## src/rtl/product_serializer.sv

```systemverilog
// product_serializer
//   Drain end of the product register array. Takes a full DIM_C x DIM_A snapshot
//   of products in a single cycle, then streams the elements out in row-major order
//   over a valid/ready handshake, one element per accepted beat.
module product_serializer #(
    parameter int DIM_C     = 4,
    parameter int DIM_A     = 4,
    parameter int ACC_WIDTH = 16,
    localparam int CW       = (DIM_C > 1) ? $clog2(DIM_C) : 1,
    localparam int AW       = (DIM_A > 1) ? $clog2(DIM_A) : 1
) (
    input  logic                               clk,
    input  logic                               rst_n,
    input  logic                               load_valid,
    output logic                               load_ready,
    input  logic [DIM_C*DIM_A*ACC_WIDTH-1:0]   in_prod,
    input  logic                               abort,
    output logic                               out_valid,
    input  logic                               out_ready,
    output logic [ACC_WIDTH-1:0]               out_data,
    output logic [CW-1:0]                      out_c,
    output logic [AW-1:0]                      out_a,
    output logic                               out_last,
    output logic                               done
);

    typedef enum logic {
        IDLE   = 1'b0,
        STREAM = 1'b1
    } state_e;

    typedef logic [DIM_C-1:0][DIM_A-1:0][ACC_WIDTH-1:0] snap_t;

    localparam logic [CW-1:0] C_LAST = CW'(DIM_C - 1);
    localparam logic [AW-1:0] A_LAST = AW'(DIM_A - 1);

    state_e          state_q, state_d;
    logic [CW-1:0]   c_idx_q, c_idx_d;
    logic [AW-1:0]   a_idx_q, a_idx_d;
    logic            done_q,  done_d;
    snap_t           snap_q;
    snap_t           in_arr;

    logic            load_fire;
    logic            beat;
    logic            at_last;

    // View the flat product bus as the [c][a] element array it carries.
    assign in_arr    = in_prod;

    // A snapshot is taken only from IDLE and only when no flush is requested.
    assign load_fire = (state_q == IDLE) && load_valid && !abort;
    assign beat      = (state_q == STREAM) && out_ready;
    assign at_last   = (c_idx_q == C_LAST) && (a_idx_q == A_LAST);

    // State register.
    // NOTE: clocked blocks use non-blocking assignments so every flop samples
    // pre-edge values regardless of block ordering.
    always_ff @(posedge clk or negedge rst_n) begin
        if (!rst_n) begin
            state_q <= IDLE;
        end else begin
            state_q <= state_d;
        end
    end

    // Next-state logic: abort wins over both a load and a final beat.
    // NOTE: each combinational block assigns its outputs a default first so no
    // path leaves a variable unassigned and no latch is inferred.
    always_comb begin
        state_d = state_q;
        unique case (state_q)
            IDLE: begin
                if (load_fire) begin
                    state_d = STREAM;
                end
            end
            STREAM: begin
                if (abort) begin
                    state_d = IDLE;
                end else if (beat && at_last) begin
                    state_d = IDLE;
                end
            end
            default: state_d = IDLE;
        endcase
    end

    // Row-major index advance and completion pulse generation.
    always_comb begin
        c_idx_d = c_idx_q;
        a_idx_d = a_idx_q;
        done_d  = 1'b0;
        if (abort || load_fire) begin
            c_idx_d = '0;
            a_idx_d = '0;
        end else if (beat) begin
            if (a_idx_q == A_LAST) begin
                a_idx_d = '0;
                c_idx_d = (c_idx_q == C_LAST) ? '0 : c_idx_q + CW'(1);
            end else begin
                a_idx_d = a_idx_q + AW'(1);
            end
            done_d = at_last;
        end
    end

    // Index, done and snapshot registers.
    // NOTE: the snapshot buffer is reset along with the control flops so that
    // out_data reads zero after reset; it is otherwise only written on a load.
    always_ff @(posedge clk or negedge rst_n) begin
        if (!rst_n) begin
            c_idx_q <= '0;
            a_idx_q <= '0;
            done_q  <= 1'b0;
            snap_q  <= '0;
        end else begin
            c_idx_q <= c_idx_d;
            a_idx_q <= a_idx_d;
            done_q  <= done_d;
            if (load_fire) begin
                snap_q <= in_arr;
            end
        end
    end

    // Output decode: everything derives from the state and registered indices.
    always_comb begin
        load_ready = (state_q == IDLE);
        out_valid  = (state_q == STREAM);
        out_last   = (state_q == STREAM) && at_last;
        out_c      = c_idx_q;
        out_a      = a_idx_q;
        done       = done_q;
        out_data   = '0;
        for (int c = 0; c < DIM_C; c++) begin
            for (int a = 0; a < DIM_A; a++) begin
                if ((c_idx_q == CW'(c)) && (a_idx_q == AW'(a))) begin
                    out_data = snap_q[c][a];
                end
            end
        end
    end

endmodule
```

## config.mk

```make
export PLATFORM = sky130hd
export DESIGN_NAME = product_serializer
export DESIGN_NICKNAME = d
export VERILOG_FILES = /design/src/rtl/product_serializer.sv
export SDC_FILE = /design/constraint.sdc
export NUM_CORES = 1
export LEC_CHECK = 0
export CAP_MARGIN = 15
export CORE_MARGIN = 2
export CORE_UTILIZATION = 40
export DETAILED_ROUTE_END_ITERATION = 8
export GPL_ROUTABILITY_DRIVEN = 0
export GPL_TIMING_DRIVEN = 0
export HOLD_SLACK_MARGIN = 0.06
export PLACE_DENSITY = 0.69
export SETUP_SLACK_MARGIN = 0.1
export SKIP_CTS_REPAIR_TIMING = 1
export SYNTH_ARGS = -nofsm -noshare
export SYNTH_HDL_FRONTEND = slang
export SYNTH_SLANG_ARGS = --single-unit
```

## constraint.sdc

```tcl
create_clock -name clk -period 2.4 [get_ports clk]
set_input_delay 0.48 -clock clk [delete_from_list [all_inputs] [get_ports clk]]
set_output_delay 0.48 -clock clk [all_outputs]
set_load 0.1 [all_outputs]
```

# [Word-level counts from Yosys, hierarchy flattened]
# Index checks and enable logic that the tools add are counted.
[totals] rom_bits=0 mem_bits_rw=0 mem_count=0 ff_bits=262 in_bits=261 word_cells=86 latch_bits=0
[classes] n_reduce_logical=28 n_shift=0 eq_ne=6 multipliers=0 bitwise=1 n_div=0 n_mux=29 order_cmp=0 add_sub_neg=2
[ops] op="$mux W16" n=16
[ops] op="$logic_and A1 B1 Y1" n=21
[ops] op="$mux W2" n=7
[ops] op="$eq A2 B2 Y1 const B" n=4
[ops] op="$mux W1" n=5
[ops] op="$add A2 B1 Y2 const B" n=2
[ops] op="$eq A2 B1 Y1 const B" n=2
[ops] op="$logic_not A2 Y1" n=2
[ops] op="$reduce_bool A2 Y1" n=2
[ops] op="$pmux W1 S2" n=1
[ops] op="$reduce_and A2 Y1" n=1
[ops] op="$logic_not A1 Y1" n=1
[ops] op="$logic_or A1 B1 Y1" n=1
[ops] op="$not A1 Y1" n=1

# [Logic depth before layout (Yosys ltp)]
[depth] word_depth=18 depth_mapped=10

# [Worst setup path before layout]
# OpenSTA, ideal clock, no wires.
[synth_timing] path_kind="register -> output" startpoint="register a_idx_q[0], in the netlist out_a[0]" endpoint="output out_data[13]" n_path_buf=4 arrival_ns=4.608 stages_incl_launch_ff=10 t_required_ns=1.920 path_slack_ns=-2.688 path_cell_list="dfrtp_1 inv_1 ha_1 buf_2 buf_6 buf_2 clkbuf_1 o211ai_1 nand3_1 a221oi_1"
[synth_via] elab_chain_cells=18
[synth_rtl] element="start, declared" line_no="39" text="logic [AW-1:0] a_idx_q, a_idx_d;"
[synth_rtl] element="start signal, assigned" line_no="119" text="a_idx_q <= a_idx_d;"
[synth_rtl] element="$logic_not A2 Y1" line_no="138" text="if ((c_idx_q == CW'(c)) && (a_idx_q == AW'(a))) begin"
[synth_rtl] element="$logic_and A1 B1 Y1" line_no="138"
[synth_rtl] element="$mux W16 (15 in a row)" line_no="138"
[synth_rtl] element="$mux W16 *" line_no="138"
[synth_rtl] element="end, declared" line_no="20" text="output logic [ACC_WIDTH-1:0] out_data,"
# Mark *: on every way between the ends. The rest lies on a longest branch, timed or not.

# [Final worst setup path]
[layout_timing] startpoint="register a_idx_q[0], in the netlist out_a[0]" endpoint="output out_data[11]"
# The elaborated chain is that of the path after synthesis.

==> impl_metrics.toml <==
[clock_tree]
clk_pin_slew_ns = 0.06
clock_latency_ns = 0.56
clkSinkCount = 262
htree_levels = 1
cts_tree = "done"
clock_path_buffers = 3
cts_inserted_buffers = 30
clockRootBuffer = "clkbuf_16"

[logic_synthesis]
ys_seq_area_share_pct = 51.7
syn_avg_cell_area_um2 = 12.3
async_flop_share_pct = 100
synth_edf_count = 0
synth_cells = 1031
synth.distinct_cells = 41
ys_warn_count = 0
yosys_most_used_dff = "dfrtp_1"
synthesis.area_um2 = 12700
synth.net_count = 1300
synth_seq_cells = 262

[die]
fp.dieH_um = 182
start_util_pct = 40.4
dieArea_um2 = 33100
rows = 65
io_pins = 285
core-area_um2 = 31400
die_w_um = 182

[finish]
syn2layout_area_growth_pct = 46.7
post-route-util_pct = 59.3
nFillCells = 2539
drive_above_1_share_pct = 37.4
stdcell_count = 1792
nets = 1637

[sta]
setup_ws_ns = -1.05
rsz0062_at_grt = "true"
fin_crit_sh_pct = 144
hold_violations = 0
setup_tns_ns = -15.84
slew_headroom_pct = 34.9
max_freq_mhz = 290
setup_viol = 16
clock_skew_ns = 0.0184
hold_slack_ns = 0.427
drv_slew = 0
tightest_slew_ns = 0.975
layout_min_cycle_time_ns = 3.45

[worst_setup_path]
cp.buffers_inverters = 4
crit_path_end_kind = "output port"
worstSetupPathType = "reg -> out"
cp_slowest_stage_delay_ns = 0.53
crit_arrival_ns = 2.97
critPathSlowestCell = "dfrtp_4"
worst_setup_path_start_kind = "register"
crit_required_ns = 1.92
crit_chain = "inv_4, ha_4, buf_6, and2b_4, clkbuf_16, a221oi_2, o31ai_4, nand3_2, a221oi_4, buf_12"
critPathTopFamily = "compound AO/OA/AOI/OAI gates"
crit_fanout = 7

[global_routing]
first_global_vias = 10200
antenna_found_initial = 1
grtUsageTotal_pct = 24.8
grt_start_max_net_pins = 119
grt_pass1_wl_um = 61600
globalRouteOverflowTotal = 0

[detailed_routing]
viasPerCell = 5.57
drc_errors = 0
dr.first_iter.drc_count = 568
drt_wl_total_um = 42600
wl_per_cell_um = 23.8
vias = 9980
drt-pass1-iter-count = 5
antenna_left = 0

[job]
maxCapViolations = 0

[power]
pwr_density_cell_nw_per_um2 = 736
p_leak_nw = 7.42
ir_drop_v = 0.000558

[placement]
hpwl_um = 32200
io_buffers = 284
place_inst = 1719

[min_path]
holdCritPathClass = "in -> async"

[run_status]
status = "complete, but fails checks"
violations = "negative setup slack"
[worst register-to-register path, stage by stage (launching register included)]
cell and delay [ns]:
dfrtp_4 0.52, clkinvlp_4 0.12, nand2_2 0.06, nor2_1 0.21, clkbuf_4 0.28, clkbuf_4 0.28
buf_4 0.26, mux2_2 0.36
[flip-flops by register name (all words and copies together) (netlist names)]
register	count
out_valid	1
snap_q	256
out_c	2
out_a	2
done	1
[layout by cell type, fill, tap and decap left out, types with 26 or more instances in the layout]
cell type        netlist  layout
nor2b_1               31      31
clkbuf_16              0      34
buf_4                 14      26
nand2_1               58      55
mux2_2               240     240
a221o_1               30      30
clkdlybuf4s50_1        0     259
o22ai_1               32      32
o21ai_0               34      34
buf_2                 42      26
dfrtp_1              262     257
buf_12                 0      26
[final timing paths]
kind	start	end	slack, ns	cells past startpoint
min	rst_n	snap_q[22]	0.43	2
max reg2reg	out_valid	snap_q[123]	0.20	7
min in group clk	in_prod[203]	snap_q[203]	0.50	3
max	out_a[0]	out_data[11]	-1.05	10
max in group asynchronous	rst_n	snap_q[186]	0.53	4
min reg2reg	snap_q[190]	snap_q[190]	0.50	1
[area by class of cell]
cell class	instances	area [um^2]	area share (%)
Tap cell	402	503	2.70
Clock inverter	7	62.6	0.336
Clock buffer	46	932	5.01
Antenna cell	1	2.50	0.0135
Inverter	23	110	0.592
Buffer	90	764	4.11
Sequential cell	262	6580	35.3
Timing Repair Buffer	305	3260	17.5
Multi-Input combinational cell	656	6390	34.4
[metrics by stage]
step | power [W] | cell area (um^2) | worst slack (ns)
finish | 0.0137 | 18600 | -1.05
detailed placement | 0.00875 | 16500 | -1.73
global route | 0.0142 | 18600 | -1.12
floorplan | 0.00749 | 13100 | -0.723
global placement | 0.00867 | 16400 | -12.33
CTS | 0.0133 | 17500 | -2.32
[Yosys cell counts (15+ instances only)]
cell type / n / area share [%]
nor2b_1: 31 / 1.5
o31ai_1: 17 / 1.0
o21bai_1: 15 / 0.89
a221oi_1: 30 / 2.1
a221o_1: 30 / 2.4
a22oi_1: 15 / 0.89
nand2_1: 58 / 1.7
clkbuf_1: 28 / 0.83
inv_1: 21 / 0.62
o21ai_0: 34 / 1.3
buf_2: 42 / 1.7
a21boi_0: 16 / 0.95
mux2_2: 240 / 21
a21oi_1: 18 / 0.71
a211o_1: 16 / 1.1
a221oi_2: 16 / 1.9
o211ai_1: 16 / 0.95
nor2_1: 21 / 0.62
dfrtp_1: 262 / 52
o22ai_1: 32 / 1.6
nand3_1: 20 / 0.79
[where the power goes]
| part | total (W) | leakage (nW) | internal, W | switching, W |
|---|---|---|---|---|
| combinational | 0.00334 | 3.83 | 0.00172 | 0.00162 |
| sequential | 0.00577 | 3.10 | 0.00525 | 0.000524 |
| clock | 0.00458 | 0.494 | 0.00275 | 0.00183 |
| total | 0.0137 | 7.42 | 0.00972 | 0.00397 |
[cell families (layout without fill, tap and decap cells)]
group                      after synthesis  after routing  share of synthesized area [%]
AOI/OAI and AO/OA                      264            264                           16.4
DFF                                    262            262                           51.7
muxes                                  241            241                           21.4
and+or+nand+nor                        143            143                           5.36
buffers and inverters                  113            471                           4.40
adders and majority gates                8              8                          0.789
other                                    0              1                              0
[layer usage]
| layer | wire length [um] | GRT usage [%] | part of all wire (%) | up-vias |
|---|---|---|---|---|
| li1 | - | - | - | 4541 |
| met1 | 18200 | 33.6 | 43 | 5001 |
| met2 | 19700 | 39.5 | 46 | 359 |
| met3 | 2650 | 4.03 | 6.2 | 79 |
| met4 | 2070 | 10.7 | 4.9 | 0 |
| met5 | 0 | 0 | 0 | - |
(Power assumes the default switching activity.)
